--- config.mk ---
export PLATFORM = sky130hd
export DESIGN_NAME = mcycle_sched_flat
export DESIGN_NICKNAME = d
export VERILOG_FILES = /design/src/rtl/mcycle_sched_if.sv /design/src/rtl/mcycle_sched.sv /design/src/flat_wrapper.sv
export SDC_FILE = /design/constraint.sdc
export NUM_CORES = 1
export LEC_CHECK = 0
export CORE_ASPECT_RATIO = 1.75
export CORE_MARGIN = 5
export CORE_UTILIZATION = 36
export CTS_BUF_LIST = sky130_fd_sc_hd__clkbuf_4
export CTS_CLUSTER_DIAMETER = 80
export CTS_CLUSTER_SIZE = 20
export DETAILED_ROUTE_END_ITERATION = 10
export GPL_TIMING_DRIVEN = 0
export HOLD_SLACK_MARGIN = 0.03
export PLACE_DENSITY = 0.84
export SYNTH_ARGS = -nofsm -noshare
export SYNTH_HDL_FRONTEND = slang
export SYNTH_SLANG_ARGS = --single-unit
--- constraint.sdc ---
create_clock -name CLK -period 2.1 [get_ports CLK]
set_input_delay 0.42 -clock CLK [delete_from_list [all_inputs] [get_ports CLK]]
set_output_delay 0.42 -clock CLK [all_outputs]
set_load 0.02 [all_outputs]
--- src/rtl/mcycle_sched_if.sv ---
// mcycle_sched_if: pipeline/multi-cycle-unit signal bundle for mcycle_sched.
//   master modport : the scheduler (consumes E/D-stage info and mc_busy,
//                    drives start/op, stall/hold, retire select, status).
//   slave modport  : the pipeline and the multi-cycle unit side.
//   PERF_W         : width of the optional performance counters.
interface mcycle_sched_if #(
  parameter int unsigned PERF_W = 32
);
  // pipeline / unit -> scheduler
  logic              ex_mc_valid;
  logic              ex_mc_op;
  logic [3:0]        ex_rd;
  logic              ex_regwrite;
  logic [3:0]        d_ra1;
  logic [3:0]        d_ra2;
  logic              d_mc_valid;
  logic              mc_busy;
  // scheduler -> pipeline / unit
  logic              mc_start;
  logic              mc_op;
  logic              stall_fd;
  logic              e_hold;
  logic              ret_sel;
  logic [3:0]        ret_rd;
  logic              pending;
  logic              err_overlap;
  logic [PERF_W-1:0] perf_busy_cnt;
  logic [PERF_W-1:0] perf_stall_cnt;

  modport master (
    input  ex_mc_valid, ex_mc_op, ex_rd, ex_regwrite,
           d_ra1, d_ra2, d_mc_valid, mc_busy,
    output mc_start, mc_op, stall_fd, e_hold, ret_sel, ret_rd,
           pending, err_overlap, perf_busy_cnt, perf_stall_cnt
  );

  modport slave (
    output ex_mc_valid, ex_mc_op, ex_rd, ex_regwrite,
           d_ra1, d_ra2, d_mc_valid, mc_busy,
    input  mc_start, mc_op, stall_fd, e_hold, ret_sel, ret_rd,
           pending, err_overlap, perf_busy_cnt, perf_stall_cnt
  );
endinterface

--- src/rtl/mcycle_sched.sv ---
// mcycle_sched: sequencing controller for the shared multi-cycle
// multiply/divide unit of the 5-stage pipeline. Launches an op when it
// reaches E, tracks its destination (one-entry scoreboard), stalls
// dependent/conflicting D-stage instructions and retires the result into
// the E2M slot, forcing the slot after MAX_DEFER cycles of deferral.
//
// Ports:
//   CLK    : clock, rising edge
//   Reset  : synchronous, active-low reset
//   bus    : mcycle_sched_if.master (E/D-stage info, unit handshake,
//            stall/hold/retire controls, status, perf counters)
//
// Optional feature: define MCYCLE_SCHED_PERF_EN to enable the
// perf_busy_cnt / perf_stall_cnt counters; otherwise both read 0.
module mcycle_sched #(
  parameter int unsigned MAX_DEFER = 4,
  parameter int unsigned DEFER_W   = 3,
  parameter int unsigned PERF_W    = 32
) (
  input  logic           CLK,
  input  logic           Reset,
  mcycle_sched_if.master bus
);

  typedef enum logic [1:0] {
    IDLE = 2'd0,
    RUN  = 2'd1,
    DONE = 2'd2
  } state_e;

  localparam logic [DEFER_W-1:0] MAX_DEFER_C = DEFER_W'(MAX_DEFER);

  state_e             state_q, state_d;
  logic [3:0]         pend_rd_q, pend_rd_d;
  logic               pend_op_q, pend_op_d;
  logic               seen_busy_q, seen_busy_d;
  logic [DEFER_W-1:0] defer_cnt_q, defer_cnt_d;
  logic               err_q, err_d;

  logic               mc_start;
  logic               mc_op;
  logic               ret_sel;
  logic               e_hold;
  logic               stall_fd;
  logic               idle;
  logic               haz_en;
  logic [3:0]         haz_rd;

  always_ff @(posedge CLK) begin
    if (!Reset) begin
      state_q     <= IDLE;
      pend_rd_q   <= '0;
      pend_op_q   <= 1'b0;
      seen_busy_q <= 1'b0;
      defer_cnt_q <= '0;
      err_q       <= 1'b0;
    end else begin
      state_q     <= state_d;
      pend_rd_q   <= pend_rd_d;
      pend_op_q   <= pend_op_d;
      seen_busy_q <= seen_busy_d;
      defer_cnt_q <= defer_cnt_d;
      err_q       <= err_d;
    end
  end

  always_comb begin
    state_d     = state_q;
    pend_rd_d   = pend_rd_q;
    pend_op_d   = pend_op_q;
    seen_busy_d = seen_busy_q;
    defer_cnt_d = defer_cnt_q;
    mc_start    = 1'b0;
    mc_op       = 1'b0;
    ret_sel     = 1'b0;
    e_hold      = 1'b0;

    idle = (state_q == IDLE);

    // In IDLE the hazard source is the op launching this cycle; otherwise
    // it is the outstanding destination, and any D-stage multi-cycle op
    // conflicts for the single unit.
    haz_en   = idle ? bus.ex_mc_valid : 1'b1;
    haz_rd   = idle ? bus.ex_rd : pend_rd_q;
    stall_fd = haz_en && ((bus.d_ra1 == haz_rd) || (bus.d_ra2 == haz_rd) ||
                          bus.d_mc_valid);

    // A second op arriving while one is outstanding is dropped and flagged.
    err_d = err_q | (bus.ex_mc_valid && !idle);

    unique case (state_q)
      IDLE: begin
        if (bus.ex_mc_valid) begin
          mc_start    = 1'b1;
          mc_op       = bus.ex_mc_op;
          pend_rd_d   = bus.ex_rd;
          pend_op_d   = bus.ex_mc_op;
          seen_busy_d = 1'b0;
          state_d     = RUN;
        end
      end
      RUN: begin
        mc_op       = pend_op_q;
        seen_busy_d = seen_busy_q | bus.mc_busy;
        // Completion is the falling edge of busy, so a unit that raises
        // busy a few cycles late is not mistaken for finished.
        if (!bus.mc_busy && seen_busy_q) begin
          state_d     = DONE;
          defer_cnt_d = '0;
        end
      end
      DONE: begin
        mc_op = pend_op_q;
        if (!bus.ex_regwrite || (defer_cnt_q == MAX_DEFER_C)) begin
          ret_sel = 1'b1;
          e_hold  = bus.ex_regwrite;
          state_d = IDLE;
        end else if (defer_cnt_q != MAX_DEFER_C) begin
          defer_cnt_d = defer_cnt_q + DEFER_W'(1);
        end
      end
      default: state_d = IDLE;
    endcase
  end

  assign bus.mc_start    = mc_start;
  assign bus.mc_op       = mc_op;
  assign bus.stall_fd    = stall_fd;
  assign bus.e_hold      = e_hold;
  assign bus.ret_sel     = ret_sel;
  assign bus.ret_rd      = ret_sel ? pend_rd_q : '0;
  assign bus.pending     = !idle;
  assign bus.err_overlap = err_q;

`ifdef MCYCLE_SCHED_PERF_EN
  logic [PERF_W-1:0] perf_busy_q;
  logic [PERF_W-1:0] perf_stall_q;

  always_ff @(posedge CLK) begin
    if (!Reset) begin
      perf_busy_q  <= '0;
      perf_stall_q <= '0;
    end else begin
      if (!idle)    perf_busy_q  <= perf_busy_q + PERF_W'(1);
      if (stall_fd) perf_stall_q <= perf_stall_q + PERF_W'(1);
    end
  end

  assign bus.perf_busy_cnt  = perf_busy_q;
  assign bus.perf_stall_cnt = perf_stall_q;
`else
  assign bus.perf_busy_cnt  = {PERF_W{1'b0}};
  assign bus.perf_stall_cnt = {PERF_W{1'b0}};
`endif

endmodule

--- src/flat_wrapper.sv ---
// flat-port wrapper written by rule: the top's interface ports become plain ports
module mcycle_sched_flat 
#(
  parameter int unsigned MAX_DEFER = 4,
  parameter int unsigned DEFER_W   = 3,
  parameter int unsigned PERF_W    = 32
)
  (CLK, Reset, bus_ex_mc_valid, bus_ex_mc_op, bus_ex_rd, bus_ex_regwrite, bus_d_ra1, bus_d_ra2, bus_d_mc_valid, bus_mc_busy, bus_mc_start, bus_mc_op, bus_stall_fd, bus_e_hold, bus_ret_sel, bus_ret_rd, bus_pending, bus_err_overlap, bus_perf_busy_cnt, bus_perf_stall_cnt);
  mcycle_sched_if #(.PERF_W(PERF_W)) bus_i ();
  input  logic CLK;
  input  logic Reset;
  input wire logic [$bits(bus_i.ex_mc_valid)-1:0] bus_ex_mc_valid;
  input wire logic [$bits(bus_i.ex_mc_op)-1:0] bus_ex_mc_op;
  input wire logic [$bits(bus_i.ex_rd)-1:0] bus_ex_rd;
  input wire logic [$bits(bus_i.ex_regwrite)-1:0] bus_ex_regwrite;
  input wire logic [$bits(bus_i.d_ra1)-1:0] bus_d_ra1;
  input wire logic [$bits(bus_i.d_ra2)-1:0] bus_d_ra2;
  input wire logic [$bits(bus_i.d_mc_valid)-1:0] bus_d_mc_valid;
  input wire logic [$bits(bus_i.mc_busy)-1:0] bus_mc_busy;
  output wire logic [$bits(bus_i.mc_start)-1:0] bus_mc_start;
  output wire logic [$bits(bus_i.mc_op)-1:0] bus_mc_op;
  output wire logic [$bits(bus_i.stall_fd)-1:0] bus_stall_fd;
  output wire logic [$bits(bus_i.e_hold)-1:0] bus_e_hold;
  output wire logic [$bits(bus_i.ret_sel)-1:0] bus_ret_sel;
  output wire logic [$bits(bus_i.ret_rd)-1:0] bus_ret_rd;
  output wire logic [$bits(bus_i.pending)-1:0] bus_pending;
  output wire logic [$bits(bus_i.err_overlap)-1:0] bus_err_overlap;
  output wire logic [$bits(bus_i.perf_busy_cnt)-1:0] bus_perf_busy_cnt;
  output wire logic [$bits(bus_i.perf_stall_cnt)-1:0] bus_perf_stall_cnt;
  assign bus_i.ex_mc_valid = bus_ex_mc_valid;
  assign bus_i.ex_mc_op = bus_ex_mc_op;
  assign bus_i.ex_rd = bus_ex_rd;
  assign bus_i.ex_regwrite = bus_ex_regwrite;
  assign bus_i.d_ra1 = bus_d_ra1;
  assign bus_i.d_ra2 = bus_d_ra2;
  assign bus_i.d_mc_valid = bus_d_mc_valid;
  assign bus_i.mc_busy = bus_mc_busy;
  assign bus_mc_start = bus_i.mc_start;
  assign bus_mc_op = bus_i.mc_op;
  assign bus_stall_fd = bus_i.stall_fd;
  assign bus_e_hold = bus_i.e_hold;
  assign bus_ret_sel = bus_i.ret_sel;
  assign bus_ret_rd = bus_i.ret_rd;
  assign bus_pending = bus_i.pending;
  assign bus_err_overlap = bus_i.err_overlap;
  assign bus_perf_busy_cnt = bus_i.perf_busy_cnt;
  assign bus_perf_stall_cnt = bus_i.perf_stall_cnt;
  mcycle_sched #(.MAX_DEFER(MAX_DEFER), .DEFER_W(DEFER_W), .PERF_W(PERF_W)) u_core (.CLK(CLK), .Reset(Reset), .bus(bus_i));
endmodule
After elaboration in Yosys (flattened, before gate mapping)
Cells that the tools add are included.
{ "word_totals": {"regBits": 12, "input_bits": 19, "wordCells": 58} }
{ "classes": {"n_addsub": 1, "eq_ne": 11, "n_mux": 21, "n_bitwise": 2, "reduce_logical": 17} }
{ "ops": {"columns": ["operator", "n"], "rows": [
  ["2-to-1 mux 1 bit", 9],
  ["2-to-1 mux 3 bit", 3],
  ["== test 4 bit", 2],
  ["2-to-1 mux 4 bit", 2],
  ["2-to-1 mux 2 bit", 3],
  ["!= test 2 x 1 -> 1 bit (second input constant)", 3],
  ["case mux 2 bit (3 select lines)", 1],
  ["case mux 3 bit (2 select lines)", 1],
  ["!= test 2 bit (second input constant)", 2],
  ["case mux 1 bit (2 select lines)", 2],
  ["AND reduction 2 bit", 2],
  ["AND reduction 4 bit", 1],
  ["nonzero test 2 bit", 2],
  ["adder 3 x 1 -> 3 bit (second input constant)", 1],
  ["== test 3 bit (second input constant)", 1],
  ["logical AND 1 bit", 3],
  ["logical NOT 1 bit", 3],
  ["logical OR 1 bit", 3],
  ["!= test 3 bit (second input constant)", 1],
  ["AND reduction 3 bit", 1],
  ["== test 2 x 1 -> 1 bit (second input constant)", 1],
  ["== test 2 bit (second input constant)", 1],
  ["logical NOT 2 bit", 1],
  ["bitwise OR 1 bit", 2],
  ["OR reduction 2 bit", 1]
]} }

Logic depth before layout (Yosys ltp)
Gate-level depths: netlist of run 1.
{ "logic_depth": {"word_depth": 6, "ltp_mapped": 7} }

Worst setup path after synthesis of run 1
No wires, ideal clock.
{ "synth_path": {"path_kind": "reg2out", "startpoint": "register u_core.state_q[0]", "endpoint": "output bus_stall_fd", "t_arrival_ps": 1638, "t_required_ps": 1680, "path_slack_ps": 42, "stages_incl_launch_ff": 8, "path_cell_list": "dfxtp_1 -> inv_1 -> ha_1 -> buf_6 -> mux2i_2 -> xor2_1 -> a41oi_1 -> a22oi_1"} }
{ "synth_via": {"elab_chain_len": 6, "elab_cells_between_ends": 8, "cone_classes": "eq/ne: 2; mux: 2; reduce/logical: 4"} }
{ "synth_lines": {"columns": ["item", "line_no", "rtl"], "rows": [
  ["from (decl)", "mcycle_sched.sv:33", "state_e state_q, state_d;"],
  ["from (signal assigned)", "mcycle_sched.sv:58", "state_q <= state_d;"],
  ["logical NOT 2 bit (*)", "mcycle_sched.sv:78", "idle = (state_q == IDLE);"],
  ["2-to-1 mux 4 bit", "mcycle_sched.sv:84", "haz_rd = idle ? bus.ex_rd : pend_rd_q;"],
  ["== test 4 bit", "mcycle_sched.sv:85", "stall_fd = haz_en && ((bus.d_ra1 == haz_rd) || (bus.d_ra2 == haz_rd) ||"],
  ["logical OR 1 bit (2 in a row)", "mcycle_sched.sv:85", null],
  ["logical AND 1 bit (*)", "mcycle_sched.sv:85", null],
  ["to (decl)", "flat_wrapper.sv:22", "output wire logic [$bits(bus_i.stall_fd)-1:0] bus_stall_fd;"]
]} }
Every way passes the cells marked *; elsewhere a longest branch is shown, timed or not.

Worst setup path after layout of run 1
{ "layout_path": {"startpoint": "register u_core.state_q[1]", "endpoint": "output bus_stall_fd"} }
Same word-level chain as after synthesis.

==> results.toml, run 1 <==
[power]
finalPower_mw = 0.997
pwr_density_cell_nw_per_um2 = 498
max-vdd-ir-drop_mv = 0.273
p_leak_nw = 1.12

[run_status]
status = "finished, violations left"
violations = "setup timing"

[clock_network]
cts_buffer_depth = 2
cts_tree = "done"
cts-hold-fix-buffers = 0
cts_buffers = 3
htreeDepth = 1
clk_pin_slew_ns = 0.07
insertion_delay_ns = 0.27
clkSinkCount = 12
root_buffer = "clkbuf_4"

[yosys]
yosysSeqAreaShare_pct = 18.3
ys_ff_latch = 12
synthCells = 165
synth_cell_types = 34
async_flop_share_pct = 0
synth_compound_area_share_pct = 10.5
synth_most_common_cell = "buf_4"
synthTopCellsByCount = "64 x buf_4, 15 x nand2_1, 12 x dfxtp_1, 10 x a21oi_1"
synth-edff-count = 0
synth_area_leader_cell = "buf_4"
ys_warn_count = 0
muxShareOfSynthArea_pct = 5.23
syn-mean-instance-area_um2 = 7.98
synthAdderAreaFrac_pct = 6.65
synth-simple-area-share_pct = 13.2
synth_top_family_by_area = "buffers and inverters"
syn-cell-area_um2 = 1320
synth_top_area_share_pct = 36.5
synthTopCellsByArea = "buf_4 37%, dfxtp_1 18%, ha_1 6.7%"
yosys.area_share.xor_xnor_pct = 5.32
ys.flop_type = "dfxtp_1"

[detailed_routing]
routed_via_density = 3.87
drc = 0
drtIter0Drc = 23
drt-pass1-iter-count = 4
antenna_left = 0
wl_per_cell_um = 10.0
wirelength_um = 3100
vias = 1201

[final_layout]
antenna_cells = 0
multi_input_area_um2 = 848
post-route-util_pct = 55.7
seq_area_um2 = 245
area_delta_synth_final_pct = 52.1
fillers = 346
nNetsFinal = 291
drive_gt1_share_pct = 36.0

[critical_path]
cp-end-kind = "primary output"
slowest_delay_ns = 0.36
crit_type = "flop to primary output"
worst-r2r-setup-slack_ns = 0.42
crit_fanout = 4
cp_slowest_cell = "dfxtp_4"
worstSetupStartpointType = "flop"
critical_path.cell_chain = "inv_4, ha_4, mux2i_4, xor2_1, a41oi_1, a22oi_1, buf_4"
required_ns = 1.68
reg2regPathDepth = 6
critPathArrivalTime_ns = 1.84

[global_route]
grt_pass1_vias = 1245
grt_max_degree = 11
grt-ovfl-total = 0
grt_pass1_wl_um = 5130
antenna_found_initial = 0
grt_use_total_pct = 12.4

[sta]
setup_ws_ns = -0.156
finalHoldViolations = 0
min_period_ns = 2.26
holdWs_ns = 0.476
slew_viol_final = 0
rsz0062_at_grt = "yes"
finClkSkew_ns = 0.00513
period_share_pct = 107
setup_viol = 1
max_freq_ghz = 0.443

[floorplan]
pin_count = 94
dieHeight_um = 90.0
start_util_pct = 36.6
rows = 29
core-area_um2 = 3590
die_w_um = 55.7
dieArea_um2 = 5010

[min_path]
hold_path.class = "flop to flop"
hold_depth = 2

[place]
gp_congestion = 0.778
place.port_buffers = 29
place_ws_ns = -0.609
hpwl_um = 2670

[job]
drv_cap = 0
-- critical path, delay by kind of cell (launching register included) --
| family | cells | cell delay (ns) |
|---|---|---|
| flops | 1 | 0.36 |
| compound gates | 2 | 0.32 |
| mux | 1 | 0.28 |
| buf+inv | 2 | 0.25 |
| fa+ha+maj | 1 | 0.19 |
| xor+xnor | 1 | 0.17 |
-- stage by stage --
step | area (µm²) | setup TNS [ns] | std cells
floorplan | 1550 | 0 | 228
global placement | 1900 | -2.21 | 303
detailed placement | 1900 | -2.24 | 303
CTS | 2000 | -0.177 | 309
global route | 2000 | -0.224 | 310
finish | 2000 | -0.156 | 310
-- flip-flops by register name, summed over array words and instances, names as in the netlist --
name,count
u_core.pend_op_q,1
u_core.pend_rd_q,4
u_core.state_q,2
u_core.seen_busy_q,1
u_core.bus.err_overlap,1
u_core.defer_cnt_q,3
-- kinds of logic after synthesis --
group / count (synthesis)
other: 1
and+or+nand+nor: 35
muxes: 6
adders and majority gates: 7
AOI/OAI and AO/OA: 20
DFF: 12
buffers and inverters: 76
xor gates and xnor gates: 8
-- layout by cell type, fill, tap and decap left out, types with 2 or more instances in the layout --
| master | netlist | layout |
|---|---|---|
| buf_4 | 64 | 69 |
| conb_1 | 1 | 64 |
| clkdlybuf4s50_1 | 0 | 18 |
| nand2_1 | 15 | 14 |
| a21oi_1 | 10 | 10 |
| dfxtp_1 | 12 | 10 |
| xor2_1 | 8 | 8 |
| clkbuf_2 | 1 | 6 |
| inv_1 | 8 | 5 |
| ha_1 | 7 | 5 |
| and3_1 | 4 | 4 |
| nor2_1 | 4 | 4 |
| mux2i_4 | 0 | 4 |
| nand2b_1 | 4 | 4 |
| clkbuf_4 | 0 | 3 |
| inv_2 | 1 | 2 |
| and2_1 | 2 | 2 |
| inv_4 | 0 | 2 |
| a22oi_1 | 2 | 2 |
| ha_4 | 0 | 2 |
| dlymetal6s2s_1 | 0 | 2 |
| dlygate4sd2_1 | 0 | 2 |
-- cell type report --
cell class | count | area share [%]
Multi-Input combinational cell | 140 | 42.4
Buffer | 66 | 24.4
Timing Repair Buffer | 33 | 14.8
Sequential cell | 12 | 12.2
Tap cell | 46 | 2.88
Inverter | 9 | 1.94
Clock buffer | 3 | 1.13
Clock inverter | 1 | 0.188
-- where the power goes --
part           total, mW  internal (mW)  switching (mW)
sequential         0.268          0.249          0.0194
combinational      0.591          0.281           0.310
clock              0.138         0.0687          0.0694
total              0.997          0.598           0.399
-- per-layer routing --
layer	routed length [µm]	vias to the layer above	track usage, %	share of wire, %
li1	-	610	-	-
met1	951	496	10.8	31
met2	1620	84	22.8	52
met3	390	11	4.15	13
met4	136	0	8.92	4.4
met5	0	-	0	0
-- final timing paths --
kind	to	start
worst min-delay path	u_core.pend_op_q	u_core.pend_op_q
worst min register to register	u_core.pend_op_q	u_core.pend_op_q
worst max register to register	u_core.defer_cnt_q[1]	u_core.defer_cnt_q[0]
worst max-delay path	bus_stall_fd	u_core.state_q[1]
-- repair_timing --
| item | 4_1_cts | 5_1_grt |
|---|---|---|
| pin swaps | 3 | 5 |
| buffers inserted | 2 | 2 |
| setup endpoints to repair | 10 | 8 |
| resized for setup | 35 | 11 |
No activity file was read; power rests on OpenSTA's default activity.
==> run 2: changes to the inputs <==
--- a/config.mk
+++ b/config.mk
@@ -5,16 +5,16 @@
 export SDC_FILE = /design/constraint.sdc
 export NUM_CORES = 1
 export LEC_CHECK = 0
-export CORE_ASPECT_RATIO = 1.75
 export CORE_MARGIN = 5
-export CORE_UTILIZATION = 36
+export CORE_UTILIZATION = 66
 export CTS_BUF_LIST = sky130_fd_sc_hd__clkbuf_4
 export CTS_CLUSTER_DIAMETER = 80
 export CTS_CLUSTER_SIZE = 20
 export DETAILED_ROUTE_END_ITERATION = 10
+export DONT_BUFFER_PORTS = 1
 export GPL_TIMING_DRIVEN = 0
 export HOLD_SLACK_MARGIN = 0.03
-export PLACE_DENSITY = 0.84
+export PLACE_DENSITY = 0.83
 export SYNTH_ARGS = -nofsm -noshare
 export SYNTH_HDL_FRONTEND = slang
 export SYNTH_SLANG_ARGS = --single-unit
==> run 2 against run 1 <==
  * The flow still finishes with violations (setup timing)
  * Clock power up 4%
  * Sequential power about the same
  * Worst setup slack worse by 0.014 ns
  * Critical endpoint unchanged
  * Largest power group unchanged
==> results.toml, run 2 (synthesis results as in run 1) <==
[clock_network]
htreeDepth = 1
cts_buffer_depth = 2
root_buffer = "clkbuf_4"
cts_buffers = 3
clkSinkCount = 12
insertion_delay_ns = 0.28
cts-hold-fix-buffers = 0
clk_pin_slew_ns = 0.07
cts_tree = "done"

[critical_path]
critPathArrivalTime_ns = 1.85
required_ns = 1.68
crit_fanout = 3
cp-end-kind = "primary output"
crit_type = "flop to primary output"
worstSetupStartpointType = "flop"
reg2regPathDepth = 6

[power]
net-switching-power_mw = 0.409
p_seq_share_pct = 28.6
p_leak_nw = 0.966
max-vdd-ir-drop_mv = 0.545
p_clk_share_pct = 15.1
swShare_pct = 43.0
pwr_density_cell_nw_per_um2 = 554
p_comb_share_pct = 56.3
power.internal_mw = 0.542
finalPower_mw = 0.950

[sta]
slew-limit-headroom_pct = 65.3
rsz0062_at_grt = "yes"
finalHoldViolations = 0
finClkSkew_ns = 0.00583
min_period_ns = 2.27
setup_ws_ns = -0.169
setup_viol = 1
max_slew.worst_pin.slew_ns = 0.520
period_share_pct = 108
slew_viol_final = 0
holdWs_ns = 0.265
max_freq_ghz = 0.441

[floorplan]
dieArea_um2 = 2990
pin_count = 94
start_util_pct = 68.5
core-area_um2 = 1920
die_w_um = 54.7
rows = 16
dieHeight_um = 54.7

[global_route]
grt-ovfl-total = 0
grt_max_degree = 11
grt_pass1_wl_um = 4950
grt_use_total_pct = 23.3
antenna_found_initial = 0
grt_pass1_vias = 1054

[run_status]
violations = "setup timing"
status = "finished, violations left"

[detailed_routing]
drtIter0Drc = 17
drc = 0
vias = 1130
drt-pass1-iter-count = 4
antenna_left = 0
routed_via_density = 4.33
wl_per_cell_um = 13.7
wirelength_um = 3580

[place]
gp_congestion = 0.848
place.port_buffers = 0
hpwl_um = 2580
place_ws_ns = -0.141

[final_layout]
nNetsFinal = 262
fillers = 98
layout_common_cells = "68 x buf_4, 64 x conb_1, 15 x nand2_1, 10 x a21oi_1, 10 x dfxtp_1"
area_delta_synth_final_pct = 30.2
antenna_cells = 0
largest_register = "u_core.pend_rd_q"
multi_input_area_um2 = 857
post-route-util_pct = 89.2
top_regs = "u_core.pend_rd_q (4), u_core.defer_cnt_q (3), u_core.state_q (2)"
drive_gt1_share_pct = 38.0
seq_area_um2 = 243
final_common_cell = "buf_4"
largest_reg_flops = 4

[min_path]
hold_depth = 1
hold_path.class = "primary input to flop"

[job]
drv_cap = 0
run 2: cell types whose count changed in the layout (fill, tap and decap cells not counted), moves of 2 or more:
cell and delta:
clkbuf_2 -5, dlygate4sd2_1 -2, clkdlybuf4s50_1 -18, dlymetal6s2s_1 -2
run 2: cell type report:
type / instances / share of cell area [%]
Timing Repair Buffer: 4 / 1.75
Sequential cell: 12 / 14.2
Buffer: 66 / 28.5
Inverter: 9 / 2.26
Clock buffer: 3 / 1.31
Tap cell: 27 / 1.97
Multi-Input combinational cell: 140 / 50.0
run 2: repair_timing:
action	CTS	global route
pin swaps	8	6
endpoints found under the hold margin	0	0
setup endpoints to repair	1	1
setup buffers	3	1
gates resized for setup	15	3
run 2: critical path: stages (launching register included):
cell and delay (ns):
dfxtp_2 0.34, inv_4 0.09, ha_4 0.19, mux2i_4 0.29, xor2_1 0.21, nand4_1 0.15
a22oi_2 0.31
run 2: per-layer routing:
| metal | vias up | wire length, µm | GRT usage (%) |
|---|---|---|---|
| li1 | 545 | - | - |
| met1 | 515 | 1150 | 21.6 |
| met2 | 61 | 1960 | 47.0 |
| met3 | 9 | 409 | 5.72 |
| met4 | 0 | 55 | 9.13 |
| met5 | - | 0 | 0 |
run 2: power groups by stage:
stage,combinational [mW],sequential [mW],clock (mW)
after detailed placement,0.430,0.272,0
after global routing,0.572,0.273,0.152
final,0.536,0.271,0.144
after floorplan,0.394,0.268,0
after CTS,0.492,0.269,0.141
after global placement,0.424,0.270,0
run 2: metrics by stage:
step / setup TNS (ns) / cell area (µm²) / instances
after global routing: -0.210 / 1710 / 261
final: -0.169 / 1710 / 261
after floorplan: 0 / 1550 / 228
after global placement: -0.110 / 1590 / 255
after CTS: -0.110 / 1690 / 261
after detailed placement: -0.141 / 1590 / 255
run 2: path summary, 6_finish.rpt:
kind | slack [ns] | start | endpoint
worst max-delay path | -0.17 | u_core.state_q[0] | bus_stall_fd
worst min-delay path | 0.26 | Reset | u_core.defer_cnt_q[2]
worst max register to register | 0.38 | u_core.state_q[1] | u_core.state_q[1]
worst min register to register | 0.48 | u_core.pend_op_q | u_core.pend_op_q
==> run 3: changes to the inputs <==
--- a/config.mk
+++ b/config.mk
@@ -5,8 +5,11 @@
 export SDC_FILE = /design/constraint.sdc
 export NUM_CORES = 1
 export LEC_CHECK = 0
+export CELL_PAD_IN_SITES_DETAIL_PLACEMENT = 1
+export CELL_PAD_IN_SITES_GLOBAL_PLACEMENT = 1
+export CORE_ASPECT_RATIO = 1.75
 export CORE_MARGIN = 5
-export CORE_UTILIZATION = 66
+export CORE_UTILIZATION = 44
 export CTS_BUF_LIST = sky130_fd_sc_hd__clkbuf_4
 export CTS_CLUSTER_DIAMETER = 80
 export CTS_CLUSTER_SIZE = 20
@@ -15,6 +18,7 @@
 export GPL_TIMING_DRIVEN = 0
 export HOLD_SLACK_MARGIN = 0.03
 export PLACE_DENSITY = 0.83
+export SLEW_MARGIN = 20
 export SYNTH_ARGS = -nofsm -noshare
 export SYNTH_HDL_FRONTEND = slang
 export SYNTH_SLANG_ARGS = --single-unit
==> run 3 against run 2 <==
  * The run still ends with setup timing left
  * Sequential share of layout area decreased by 0.35 points
  * Clock skew decreased by 0.0032 ns
  * Die area increased by 42%
  * Count of clock-buffer cells in the layout unchanged
  * Sequential cell count unchanged
  * Clock power increased by 3%
  * Core utilization decreased by 28 points
  * Critical path depth unchanged
  * Register-to-register slack got worse by 0.09 ns
  * Largest power group unchanged
==> results.toml, run 3 (synthesis results as in run 1) <==
[global_route]
grt_pass1_vias = 1234
gr-max-usage-layer = "met2"
grt_use_total_pct = 18.6
grt_pass1_wl_um = 5910
met2_usage_pct = 38.5
use_met3_pct = 4.31
grt_max_degree = 11
antenna_found_initial = 0
use_met1_pct = 16.4
grt-ovfl-total = 0

[detailed_routing]
wirelength_um = 4020
drtIter0Drc = 10
vias = 1159
antenna_left = 0
drt-pass1-iter-count = 4
drc = 0
wl_per_cell_um = 15.2
routed_via_density = 4.37

[clock_network]
clk_pin_slew_ns = 0.08
cts_buffer_depth = 2
htreeDepth = 1
insertion_delay_ns = 0.28
cts_tree = "done"
root_buffer = "clkbuf_4"
cts_buffers = 3
clkSinkCount = 12

[critical_path]
critPathArrivalTime_ns = 1.91
crit_fanout = 4
reg2regPathDepth = 7
slowest_delay_ns = 0.34
required_ns = 1.68
worst-r2r-setup-slack_ns = 0.29
rr_startpoint = "u_core.state_q[0]"
crit_type = "flop to primary output"
crit_end = "bus_stall_fd"
critical_path.cell_chain = "inv_4, ha_4, mux2i_4, xor2_1, a41oi_2, a22oi_2"
worstSetupStartpointType = "flop"
cp-end-kind = "primary output"
worst_r2r_endpoint = "u_core.defer_cnt_q[1]"
cp-startpoint = "u_core.state_q[1]"
cp_slowest_cell = "dfxtp_2"

[final_layout]
antenna_cells = 0
final_common_cell = "buf_4"
top_regs = "u_core.pend_rd_q (4), u_core.defer_cnt_q (3), u_core.state_q (2)"
stdcell_count = 265
largest_reg_flops = 4
nNetsFinal = 264
largest_register = "u_core.pend_rd_q"
drive_gt1_share_pct = 39.2
multi_input_area_um2 = 881
seq_area_um2 = 243
fillers = 379
layout_common_cells = "70 x buf_4, 64 x conb_1, 15 x nand2_1, 10 x a21oi_1, 10 x dfxtp_1"
area_delta_synth_final_pct = 33.6

[run_status]
violations = "setup timing"
status = "finished, violations left"

[place]
gp_congestion = 0.761
place.port_buffers = 0
hpwl_um = 3040
placed_cells = 256

[floorplan]
rows = 26
die_w_um = 51.3
dieArea_um2 = 4230
dieHeight_um = 82.4
start_util_pct = 45.5
pin_count = 94
core-area_um2 = 2900

[power]
max-vdd-ir-drop_mv = 0.386
pwr_density_cell_nw_per_um2 = 561
p_leak_nw = 0.982

[sta]
holdWs_ns = 0.267
finClkSkew_ns = 0.00266
min_period_ns = 2.33
finalHoldViolations = 0
setup_viol = 1
rsz0062_at_grt = "yes"
setup_ws_ns = -0.230
period_share_pct = 111
slew_viol_final = 0
max_freq_ghz = 0.429

[job]
drv_cap = 0

[min_path]
worstHoldStart = "Reset"
hold_path.class = "primary input to flop"
[run 3: cell count changes in the layout (fill, tap and decap cells not counted), sizes merged]
cell    delta
buf        +2
clkinv     +1
[run 3: worst min path at each step]
stage                            end  cells past startpoint
2_1_floorplan       u_core.pend_op_q                      2
3_3_place_gp        u_core.pend_op_q                      2
3_5_place_dp        u_core.pend_op_q                      2
4_1_cts        u_core.defer_cnt_q[2]                      1
5_1_grt        u_core.defer_cnt_q[2]                      1
6_report       u_core.defer_cnt_q[2]                      1
[run 3: final cells by class]
class / count / area share, %
multi-input combinational: 140 / 50.1
clock buffer: 3 / 1.28
inverter: 9 / 2.21
sequential: 12 / 13.8
buffer: 66 / 27.8
tap: 28 / 1.99
timing repair buffer: 6 / 2.56
clock inverter: 1 / 0.214
[run 3: repair_timing]
action,4_1_cts,5_1_grt
endpoints found under the setup margin,1,1
endpoints found under the hold margin,0,0
resized for setup,18,3
pin swaps,6,6
buffers inserted,4,2
gates cloned,0,0
hold buffers,0,0
[run 3: layer usage]
layer | part of all wire, % | wire [µm]
met1 | 31 | 1250
met2 | 58 | 2330
met3 | 7.5 | 302
met4 | 3.3 | 134
met5 | 0 | 0
[run 3: worst max-delay path: cells and delay by family, from the launching register on]
family / cells / cell delay, ns
xor gates and xnor gates: 1 / 0.26
AOI/OAI and AO/OA: 2 / 0.48
muxes: 1 / 0.27
DFF: 1 / 0.34
adders and majority gates: 1 / 0.19
buffers and inverters: 1 / 0.08
[run 3: where the power goes]
| part | total, mW | internal [mW] | switching (mW) |
|---|---|---|---|
| logic | 0.564 | 0.245 | 0.320 |
| registers | 0.273 | 0.248 | 0.0244 |
| clock network | 0.149 | 0.0690 | 0.0804 |
| total | 0.987 | 0.562 | 0.425 |
[run 3: metrics by stage]
stage / util [%] / total power, mW / cell area, µm² / TNS, ns / setup WS, ns
5_1_grt: 60.7 / 1.05 / 1760 / -0.287 / -0.287
4_1_cts: 59.7 / 0.941 / 1730 / -0.171 / -0.171
2_1_floorplan: - / 0.662 / 1550 / 0 / 0.0425
3_3_place_gp: 54.8 / 0.694 / 1590 / -0.115 / -0.115
3_5_place_dp: 54.8 / 0.712 / 1590 / -0.203 / -0.203
6_report: 60.7 / 0.987 / 1760 / -0.230 / -0.230
